===== config.mk =====
export PLATFORM = sky130hd
export DESIGN_NAME = serial_subtractor_16bit
export DESIGN_NICKNAME = d
export VERILOG_FILES = /design/src/rtl/serial_subtractor_16bit.sv
export SDC_FILE = /design/constraint.sdc
export NUM_CORES = 1
export LEC_CHECK = 0
export CORE_AREA = 2 2 80 82
export CTS_BUF_LIST = sky130_fd_sc_hd__clkbuf_2
export DETAILED_ROUTE_END_ITERATION = 10
export DIE_AREA = 0 0 82 84
export PLACE_DENSITY_LB_ADDON = 0.2
export SYNTH_ARGS = -nofsm -noshare
export SYNTH_HDL_FRONTEND = slang
export SYNTH_SLANG_ARGS = --single-unit

===== constraint.sdc =====
create_clock -name clk -period 2.4 [get_ports clk]
set_clock_uncertainty 0.2 [all_clocks]
set_input_delay 0.24 -clock clk [delete_from_list [all_inputs] [get_ports clk]]
set_output_delay 0.24 -clock clk [all_outputs]
set_load 0.02 [all_outputs]

===== src/rtl/serial_subtractor_16bit.sv =====
`default_nettype none
// ============================================================================
//  Module      : serial_subtractor_16bit
//  Description : Bit-serial 16-bit unsigned subtractor with borrow-in and
//                borrow-out. A single full-subtractor cell and a borrow flop
//                process one bit per clock, LSB first, under a
//                start/busy/done handshake (IDLE -> SHIFT x16 -> DONE).
//                d = (a - b - bin) mod 2^16, bout = (a < b + bin).
//                Optional feature macro: SUB_OVERFLOW_EN adds the ovf output,
//                the two's-complement overflow flag of the subtraction.
//  Revision    : 1.0 - initial release
// ============================================================================
module serial_subtractor_16bit (
    input  logic        clk,
    input  logic        rst_n,
    input  logic        start,
    input  logic [15:0] a,
    input  logic [15:0] b,
    input  logic        bin,
    output logic [15:0] d,
    output logic        bout,
    output logic        busy,
    output logic        done
`ifdef SUB_OVERFLOW_EN
    ,
    output logic        ovf
`endif
);

    typedef enum logic [1:0] {
        IDLE  = 2'd0,
        SHIFT = 2'd1,
        DONE  = 2'd2
    } state_t;

    state_t      r_state;
    logic [15:0] r_a;       // minuend, shifted right one bit per step
    logic [15:0] r_b;       // subtrahend, shifted right one bit per step
    logic [14:0] r_res;     // difference bits 0..14 collected from the MSB side
    logic        r_br;      // running borrow between bit positions
    logic [3:0]  r_cnt;     // index of the bit processed on the next edge

    // Full-subtractor cell operating on the current LSB of each operand
    logic w_a_i;
    logic w_b_i;
    logic w_x;
    logic w_diff;
    logic w_br_next;

    assign w_a_i     = r_a[0];
    assign w_b_i     = r_b[0];
    assign w_x       = w_a_i ^ w_b_i;
    assign w_diff    = w_x ^ r_br;
    assign w_br_next = (~w_a_i & w_b_i) | (~w_x & r_br);

    // Control FSM, serial datapath and registered outputs
    always_ff @(posedge clk or negedge rst_n) begin
        if (!rst_n) begin
            r_state <= IDLE;
            r_a     <= 16'd0;
            r_b     <= 16'd0;
            r_res   <= 15'd0;
            r_br    <= 1'b0;
            r_cnt   <= 4'd0;
            d       <= 16'd0;
            bout    <= 1'b0;
            busy    <= 1'b0;
            done    <= 1'b0;
`ifdef SUB_OVERFLOW_EN
            ovf     <= 1'b0;
`endif
        end else begin
            case (r_state)
                IDLE: begin
                    done <= 1'b0;
                    if (start) begin
                        r_a     <= a;
                        r_b     <= b;
                        r_br    <= bin;
                        r_res   <= 15'd0;
                        r_cnt   <= 4'd0;
                        busy    <= 1'b1;
                        r_state <= SHIFT;
                    end
                end
                SHIFT: begin
                    r_a   <= {1'b0, r_a[15:1]};
                    r_b   <= {1'b0, r_b[15:1]};
                    r_br  <= w_br_next;
                    r_res <= {w_diff, r_res[14:1]};
                    r_cnt <= r_cnt + 4'd1;
                    if (r_cnt == 4'd15) begin
                        // Bit 15 completes the word: publish the result
                        d       <= {w_diff, r_res};
                        bout    <= w_br_next;
`ifdef SUB_OVERFLOW_EN
                        // Operand sign bits are the current LSBs here
                        ovf     <= (w_a_i != w_b_i) & (w_diff != w_a_i);
`endif
                        busy    <= 1'b0;
                        done    <= 1'b1;
                        r_state <= DONE;
                    end
                end
                DONE: begin
                    // start is deliberately not sampled in this state
                    done    <= 1'b0;
                    r_state <= IDLE;
                end
                default: begin
                    busy    <= 1'b0;
                    done    <= 1'b0;
                    r_state <= IDLE;
                end
            endcase
        end
    end

endmodule
`default_nettype wire


==> results of run 1 <==
## registers in the layout, summed over array words and instances, names as in the netlist
signal and cells:
r_b 16, r_a 16, busy 1, r_br 1, bout 1, r_state 2
r_cnt 4, done 1, r_res 15, d 16
## kinds of logic (layout without fill, tap and decap cells)
group | Yosys count | in the layout | synth area share [%]
adder cells (fa/ha/maj) | 2 | 2 | 1.04
flip-flops | 73 | 73 | 58.6
buffers and inverters | 25 | 81 | 4.29
AO/OA/AOI/OAI | 102 | 102 | 21.5
AND/OR/NAND/NOR | 45 | 45 | 7.58
multiplexers | 17 | 17 | 7.06
## final cells by class
| type | instances | area, um2 | share of cell area (%) |
|---|---|---|---|
| Clock buffer | 10 | 50.0 | 1.31 |
| Timing Repair Buffer | 62 | 623 | 16.3 |
| Clock inverter | 5 | 47.5 | 1.24 |
| Multi-Input combinational cell | 166 | 1160 | 30.4 |
| Inverter | 4 | 15.0 | 0.393 |
| Sequential cell | 73 | 1830 | 47.8 |
| Tap cell | 77 | 96.3 | 2.52 |
## worst paths after layout
kind	startpoint	end	slack, ns	cells past startpoint
max	busy$_DFFE_PN0P_	busy	0.39	1
min	rst_n	r_b[1]$_DFFE_PN0P_	0.07	3
max reg2reg	r_state[1]$_DFFE_PN0P_	r_br$_DFFE_PN0P_	0.57	4
min reg2reg	r_a[4]$_DFFE_PN0P_	r_a[4]$_DFFE_PN0P_	0.31	2
max in group asynchronous	rst_n	r_res[2]$_DFFE_PN0P_	1.63	3
min in group clk	a[7]	r_a[7]$_DFFE_PN0P_	0.13	3
## power groups by stage
stage	Combinational [mW]	Sequential (mW)	Clock (mW)
floorplan	1.02	2.11	0
global placement	1.67	2.02	0
detailed placement	1.73	2.04	0
CTS	1.74	2.02	0.653
global route	1.90	2.08	0.699
finish	1.71	2.02	0.635
## routing by layer
| metal | vias to the layer above | share of wire (%) |
|---|---|---|
| li1 | 1063 | - |
| met1 | 1150 | 46 |
| met2 | 60 | 49 |
| met3 | 12 | 3.9 |
| met4 | 0 | 1.8 |
| met5 | - | 0 |
## per-stage QoR
stage / util (%) / hold WS [ns] / area [um2] / setup WS, ns
final: 62.7 / 0.0690 / 3820 / 0.386
after global routing: 62.7 / 0.120 / 3820 / 0.371
after CTS: 62.7 / 0.0752 / 3820 / 0.382
after detailed placement: 60.9 / 0.0984 / 3710 / 0.248
after global placement: 60.9 / 0.101 / 3710 / 0.371
after floorplan: - / -0.256 / 3120 / 0.765
## layout by cell type (no fill, tap or decap), types with 2 or more instances in the layout
cell,Yosys,final
nor2_1,2,2
mux2_2,8,8
clkbuf_2,0,10
inv_1,4,4
buf_12,1,2
a22oi_1,31,31
clkdlybuf4s50_1,0,53
dfrtp_1,73,73
clkinv_2,0,2
a21oi_1,12,12
buf_4,1,5
nand2_1,22,22
clkinv_1,0,2
o21ai_0,37,37
a22o_1,16,16
a2bb2oi_1,3,3
nor2b_1,12,12
mux2_4,8,8
nand2b_1,2,2
## what timing repair did
item | in CTS | in global routing
setup buffers | 0 | 0
endpoints found under the hold margin | 73 | 0
hold buffers | 1 | 0
==> results by group, run 1 <==
Synthesis
  – Synth cell count leaders: dfrtp_1, o21ai_0, a22oi_1, nand2_1, a22o_1
  – Area leader, netlist: dfrtp_1
  – Post-synthesis net count: a little over 300
  – Gate Count Post-Synth: 264
  – Netlist cell types: 32
  – Post-synth top flop: dfrtp_1
  – Top cells by area, synth: dfrtp_1, a22oi_1, o21ai_0
  – #FFs+latches synth: 73
  – Synth top area share: 58.6%
  – Synth Cell Area: 0.00312 mm2
  – Most frequent cell after synthesis: dfrtp_1
  – Number of flops mapped to enable cells by yosys: 0
  – Sequential-to-total area share from yosys stat: roughly three fifths
  – Ys Warns: 0
  – Post-synthesis async set-or-reset flop share: 100%
  – Synthesized area per cell: 11.8 um2

Worst setup path
  – Critical Path AT: 1.57 ns
  – Cells along the critical path: clkdlybuf4s50_1
  – Crit path kind: register to output pin
  – Slowest CP cell: clkdlybuf4s50_1
  – Crit-path max FO: 3
  – Largest delay contributor family on the critical path: buffers and inverters
  – Crit path largest cell delay: 0.62 ns
  – Buf/Inv on CP: 1
  – Critical Path Sink Type: output pin
  – Critical Path RT: between 1.5 and 2 ns
  – Critical path launch point type: register

STA
  – Final hold violation count: 0
  – Setup tns final: 0 ns
  – Final Max Tran Viols: 0
  – Min Tclk post-route: 2.01 ns
  – Final setup fails: 0
  – RSZ-0062 raised after global routing: false
  – Worst slew margin: approximately three fifths
  – Post-route clock period utilization: 83.9%
  – Max frequency: 496 MHz
  – Worst-margin pin slew: 0.605 ns

Place
  – RD Place Congestion: 0.747
  – Inst Count DP: roughly 380
  – Hpwl dp: roughly 4 mm
  – Port bufs: 54

CTS
  – Num CTS Buffers: 9
  – Clk slew on worst S/H paths: 0.20 ns
  – Maximum root-to-sink buffer count: 2
  – CTS root buf: clkbuf_2
  – Clock Latency Late Sink: 0.50 ns
  – CTS H-tree depth: 3
  – CTS Sinks: 73
  – CTS tree: built
  – Post-cts sizing count: 0

Global routing
  – Most crowded layer after global routing: met2
  – All-Layer GR Usage: between 10% and 20%
  – Largest net degree at the start of global routing: 74
  – Met1 GRT Util: 26.6%
  – First-pass GRT wire length: 10.5 mm
  – Met3 Use GR: 4.11%
  – Vias in the first global route: 2276
  – Grt ovf: 0
  – Met2 GRT Util: 31.1%
  – Initial antenna violation count: 0

Finish
  – P&R area growth vs syn: 22.5%
  – Fin nets: approximately 350
  – Non-filler cells, final: 397
  – # fillers: approximately 530
  – Ratio of cells with drive above 1 in the final layout: 12.8%
  – Antenna cells: 0

Power and ir drop
  – Part of the power in the clock network: ~14%
  – Static leakage: 1.68 nW
  – Overall power: between 4 and 5 mW
  – Internal: 2.80 mW
  – Maximum VDD drop: 0.508 mV
  – Switching pwr: ~1.6 mW
  – Power per cell area: 1140 mW/mm2
  – Combinational share of power: slightly below 40%
  – Reg power frac: 46.3%
  – Sw Share: 35.9%

Floorplan
  – Core ar.: around 0.006 mm2
  – Rows: 29
  – Die area: 0.00689 mm2
  – Ports: 55
  – Initial Utilization: 51.2%
  – Die W: 82 um
  – Vert. Die Dim: between 80 and 90 um

Route
  – DR vias: 2285
  – Drt drc: 0
  – Initial DRC count: 109
  – Via density: 5.76
  – WL/cell: ~16 um
  – Post-Route WL: 6.43 mm
  – ANT nets after route: 0
  – DR pass1 iterations: 4

Hold path
  – Worst hold-check path type: input port to asynchronous set/reset pin

Run status
  – Status: finished, final reports clean

Run
  – Max_cap viols: 0
(Power assumes the default switching activity.)
==> run 2, diff against run 1 <==
==> constraint.sdc (replaced) <==
create_clock -name clk -period 2.1 [get_ports clk]
set_clock_uncertainty 0.2 [all_clocks]
set_input_delay 0.21 -clock clk [delete_from_list [all_inputs] [get_ports clk]]
set_output_delay 0.21 -clock clk [all_outputs]
set_load 0.02 [all_outputs]
==> run 2 against run 1 <==
Global-route usage is 0.24 points higher. Sequential power up 14%. Core utilization grew 0.57 points. Critical path depth stayed put. Die area did not move. Cell count increased by 1.5%. Clock power rose by 12%. Register-to-register slack lost 0.23 ns. Via count down 2.0%. Critical path type unchanged. Largest power group unchanged. Highest routed layer unchanged.
==> results by group, run 2 (synthesized netlist as in run 1, its figures left out) <==
Run status
  – Status: finished, final reports clean (unchanged)

CTS
  – CTS Sinks: 73 (unchanged)
  – Num CTS Buffers: 9 (unchanged)
  – Maximum root-to-sink buffer count: 2 (unchanged)
  – CTS root buf: clkbuf_2 (unchanged)
  – CTS H-tree depth: 3 (unchanged)
  – Clock Latency Late Sink: 0.48 ns (was 0.50 ns)
  – Clk slew on worst S/H paths: 0.19 ns (was 0.20 ns)
  – CTS tree: built (unchanged)
  – Postcts setup bufs: 0 (unchanged)

Finish
  – Core Util, Final: 63.3% (was 62.7%)
  – Most frequent cells in the layout: dfrtp_1, clkdlybuf4s50_1, o21ai_0 (unchanged)
  – P&R area growth vs syn: 23.6% (was 22.5%)
  – Antenna cells: 0 (unchanged)
  – Largest regs: d: 16 flops, r_a: 16 flops, r_b: 16 flops (unchanged)
  – Ratio of cells with drive above 1 in the final layout: 14.1% (was 12.8%)
  – Commonest non-fill, non-tap cell in the layout: dfrtp_1 (unchanged)
  – Fin nets: 360 (was 354)

Place
  – Port bufs: 54 (unchanged)
  – Pre-CTS setup slack: 0.264 ns (was 0.248 ns)
  – Hpwl dp: 4.12 mm (was 3.98 mm)
  – RD Place Congestion: 0.760 (was 0.747)

Power and ir drop
  – Power per cell area: 1290 mW/mm2 (was 1140 mW/mm2)
  – Reg power frac: 46.5% (was 46.3%)
  – Maximum VDD drop: 0.687 mV (was 0.508 mV)
  – Switching pwr: 1.76 mW (was 1.57 mW)
  – Internal: 3.20 mW (was 2.80 mW)
  – Sw Share: 35.5% (was 35.9%)
  – Combinational share of power: 39.2% (about the same)
  – Static leakage: 1.71 nW (was 1.68 nW)
  – Part of the power in the clock network: 14.4% (was 14.5%)

STA
  – Worst slew margin: 60.7% (was 59.5%)
  – Final WS setup: 0.170 ns (was 0.386 ns)
  – Max frequency: 518 MHz
  – Min Tclk post-route: roughly 1.9 ns
  – Worst-margin pin slew: 0.588 ns (was 0.605 ns)
  – Final Max Tran Viols: 0 (unchanged)
  – Post-route clock period utilization: 91.9%
  – Final setup fails: 0 (unchanged)
  – Final hold violation count: 0 (unchanged)
  – Setup tns final: 0 ns (unchanged)
  – RSZ-0062 raised after global routing: false (unchanged)

Global routing
  – All-Layer GR Usage: 20.2% (was 19.9%)
  – Grt ovf: 0 (unchanged)
  – First-pass GRT wire length: 10.6 mm (was 10.5 mm)
  – Vias in the first global route: 2227 (was 2276)
  – Initial antenna violation count: 0 (unchanged)
  – Largest net degree at the start of global routing: 40 (was 74)

Worst setup path
  – Buf/Inv on CP: 1 (unchanged)
  – Critical Path AT: 1.52 ns (was 1.57 ns)
  – Crit path kind: register to output pin (unchanged)
  – Slowest CP cell: clkdlybuf4s50_1 (unchanged)
  – R2R cell count: 5 (was 4)
  – Critical Path Sink Type: output pin (unchanged)
  – Cells along the critical path: clkdlybuf4s50_1 (unchanged)
  – Crit path largest cell delay: 0.62 ns (about the same)
  – R2r startpoint: r_state[1]$_DFFE_PN0P_ (unchanged)
  – Critical path launch point type: register (unchanged)
  – Largest delay contributor family on the critical path: buffers and inverters (unchanged)
  – Reg-to-Reg End: r_br$_DFFE_PN0P_ (unchanged)
  – R2R setup slack: 0.34 ns (was 0.57 ns)
  – Critical Path RT: 1.69 ns (was 1.96 ns)
  – Crit-path max FO: 3 (unchanged)

Floorplan
  – Initial Utilization: 51.2% (unchanged)
  – Die area: 0.00689 mm2 (unchanged)
  – Ports: 55 (unchanged)
  – Rows: 29 (unchanged)
  – Core ar.: 0.00610 mm2 (unchanged)
  – Die W: 82 um (unchanged)
  – Vert. Die Dim: 84 um (unchanged)

Route
  – DR vias: 2240 (was 2285)
  – WL/cell: 15.4 um (was 16.2 um)
  – Post-Route WL: 6.20 mm (was 6.43 mm)
  – DR pass1 iterations: 4 (unchanged)
  – Drt drc: 0 (unchanged)
  – Via density: 5.56 (was 5.76)
  – ANT nets after route: 0 (unchanged)
  – Initial DRC count: 150 (was 109)

Run
  – Max_cap viols: 0 (unchanged)

Hold path
  – Worst hold-check path type: input port to asynchronous set/reset pin (unchanged)
[run 2: changes by cell type in the layout (fill, tap and decap cells not counted)]
cell / before / now
buf_12: 2 / 1
dlygate4sd3_1: 1 / 2
buf_4: 5 / 11
[run 2: worst max-delay path by stage]
stage	startpoint	to	slack, ns	depth (start not counted)
3_5_place_dp	start	r_a[12]$_DFFE_PN0P_	0.26	5
4_1_cts	busy$_DFFE_PN0P_	busy	0.14	1
5_1_grt	busy$_DFFE_PN0P_	busy	0.10	1
3_3_place_gp	start	r_res[7]$_DFFE_PN0P_	0.31	5
2_1_floorplan	r_cnt[0]$_DFFE_PN0P_	d[10]$_DFFE_PN0P_	0.47	5
6_report	busy$_DFFE_PN0P_	busy	0.17	1
[run 2: timing repair]
| item | CTS | global route |
|---|---|---|
| resized for setup | 0 | 0 |
| hold buffers | 2 | 0 |
| endpoints found under the setup margin | 0 | 0 |
| endpoints found under the hold margin | 73 | 0 |
[run 2: layer usage]
layer	part of all wire, %	vias up	GRT usage [%]
met1	48	1107	28.1
met2	47	53	30.9
met3	4.1	6	3.90
li1	-	1074	-
met5	0	-	0
met4	1.3	0	8.18
[run 2: worst reg2reg max path: stages (launching register included)]
cell       delay (ns)
dfrtp_1          0.43
buf_4            0.22
buf_4            0.28
nand2b_1         0.24
a2bb2oi_1        0.16
o21ai_0          0.11
[run 2: power by group through the flow]
stage          sequential, mW  combinational, mW  clock [mW]
5_1_grt                  2.38               2.16       0.797
4_1_cts                  2.31               1.97       0.738
3_3_place_gp             2.31               1.91           0
2_1_floorplan            2.41               1.17           0
3_5_place_dp             2.33               1.97           0
6_report                 2.31               1.94       0.713
[run 2: final cells by class]
type	count	area [um2]
clock inverters	5	47.5
repair buffers	68	658
flip-flops and latches	73	1830
well taps	77	96.3
multi-input cells	166	1160
clock buffers	10	50.0
inverters	4	15.0
fillers	511	2240
[run 2: through the flow]
stage	total power [mW]	hold slack (ns)	instances	area, um2
final	4.96	0.0662	403	3860
after global routing	5.33	0.0447	403	3860
after CTS	5.01	0.0323	403	3860
after detailed placement	4.30	-0.0434	386	3740
after global placement	4.22	-0.0523	386	3740
after floorplan	3.58	-0.286	264	3120
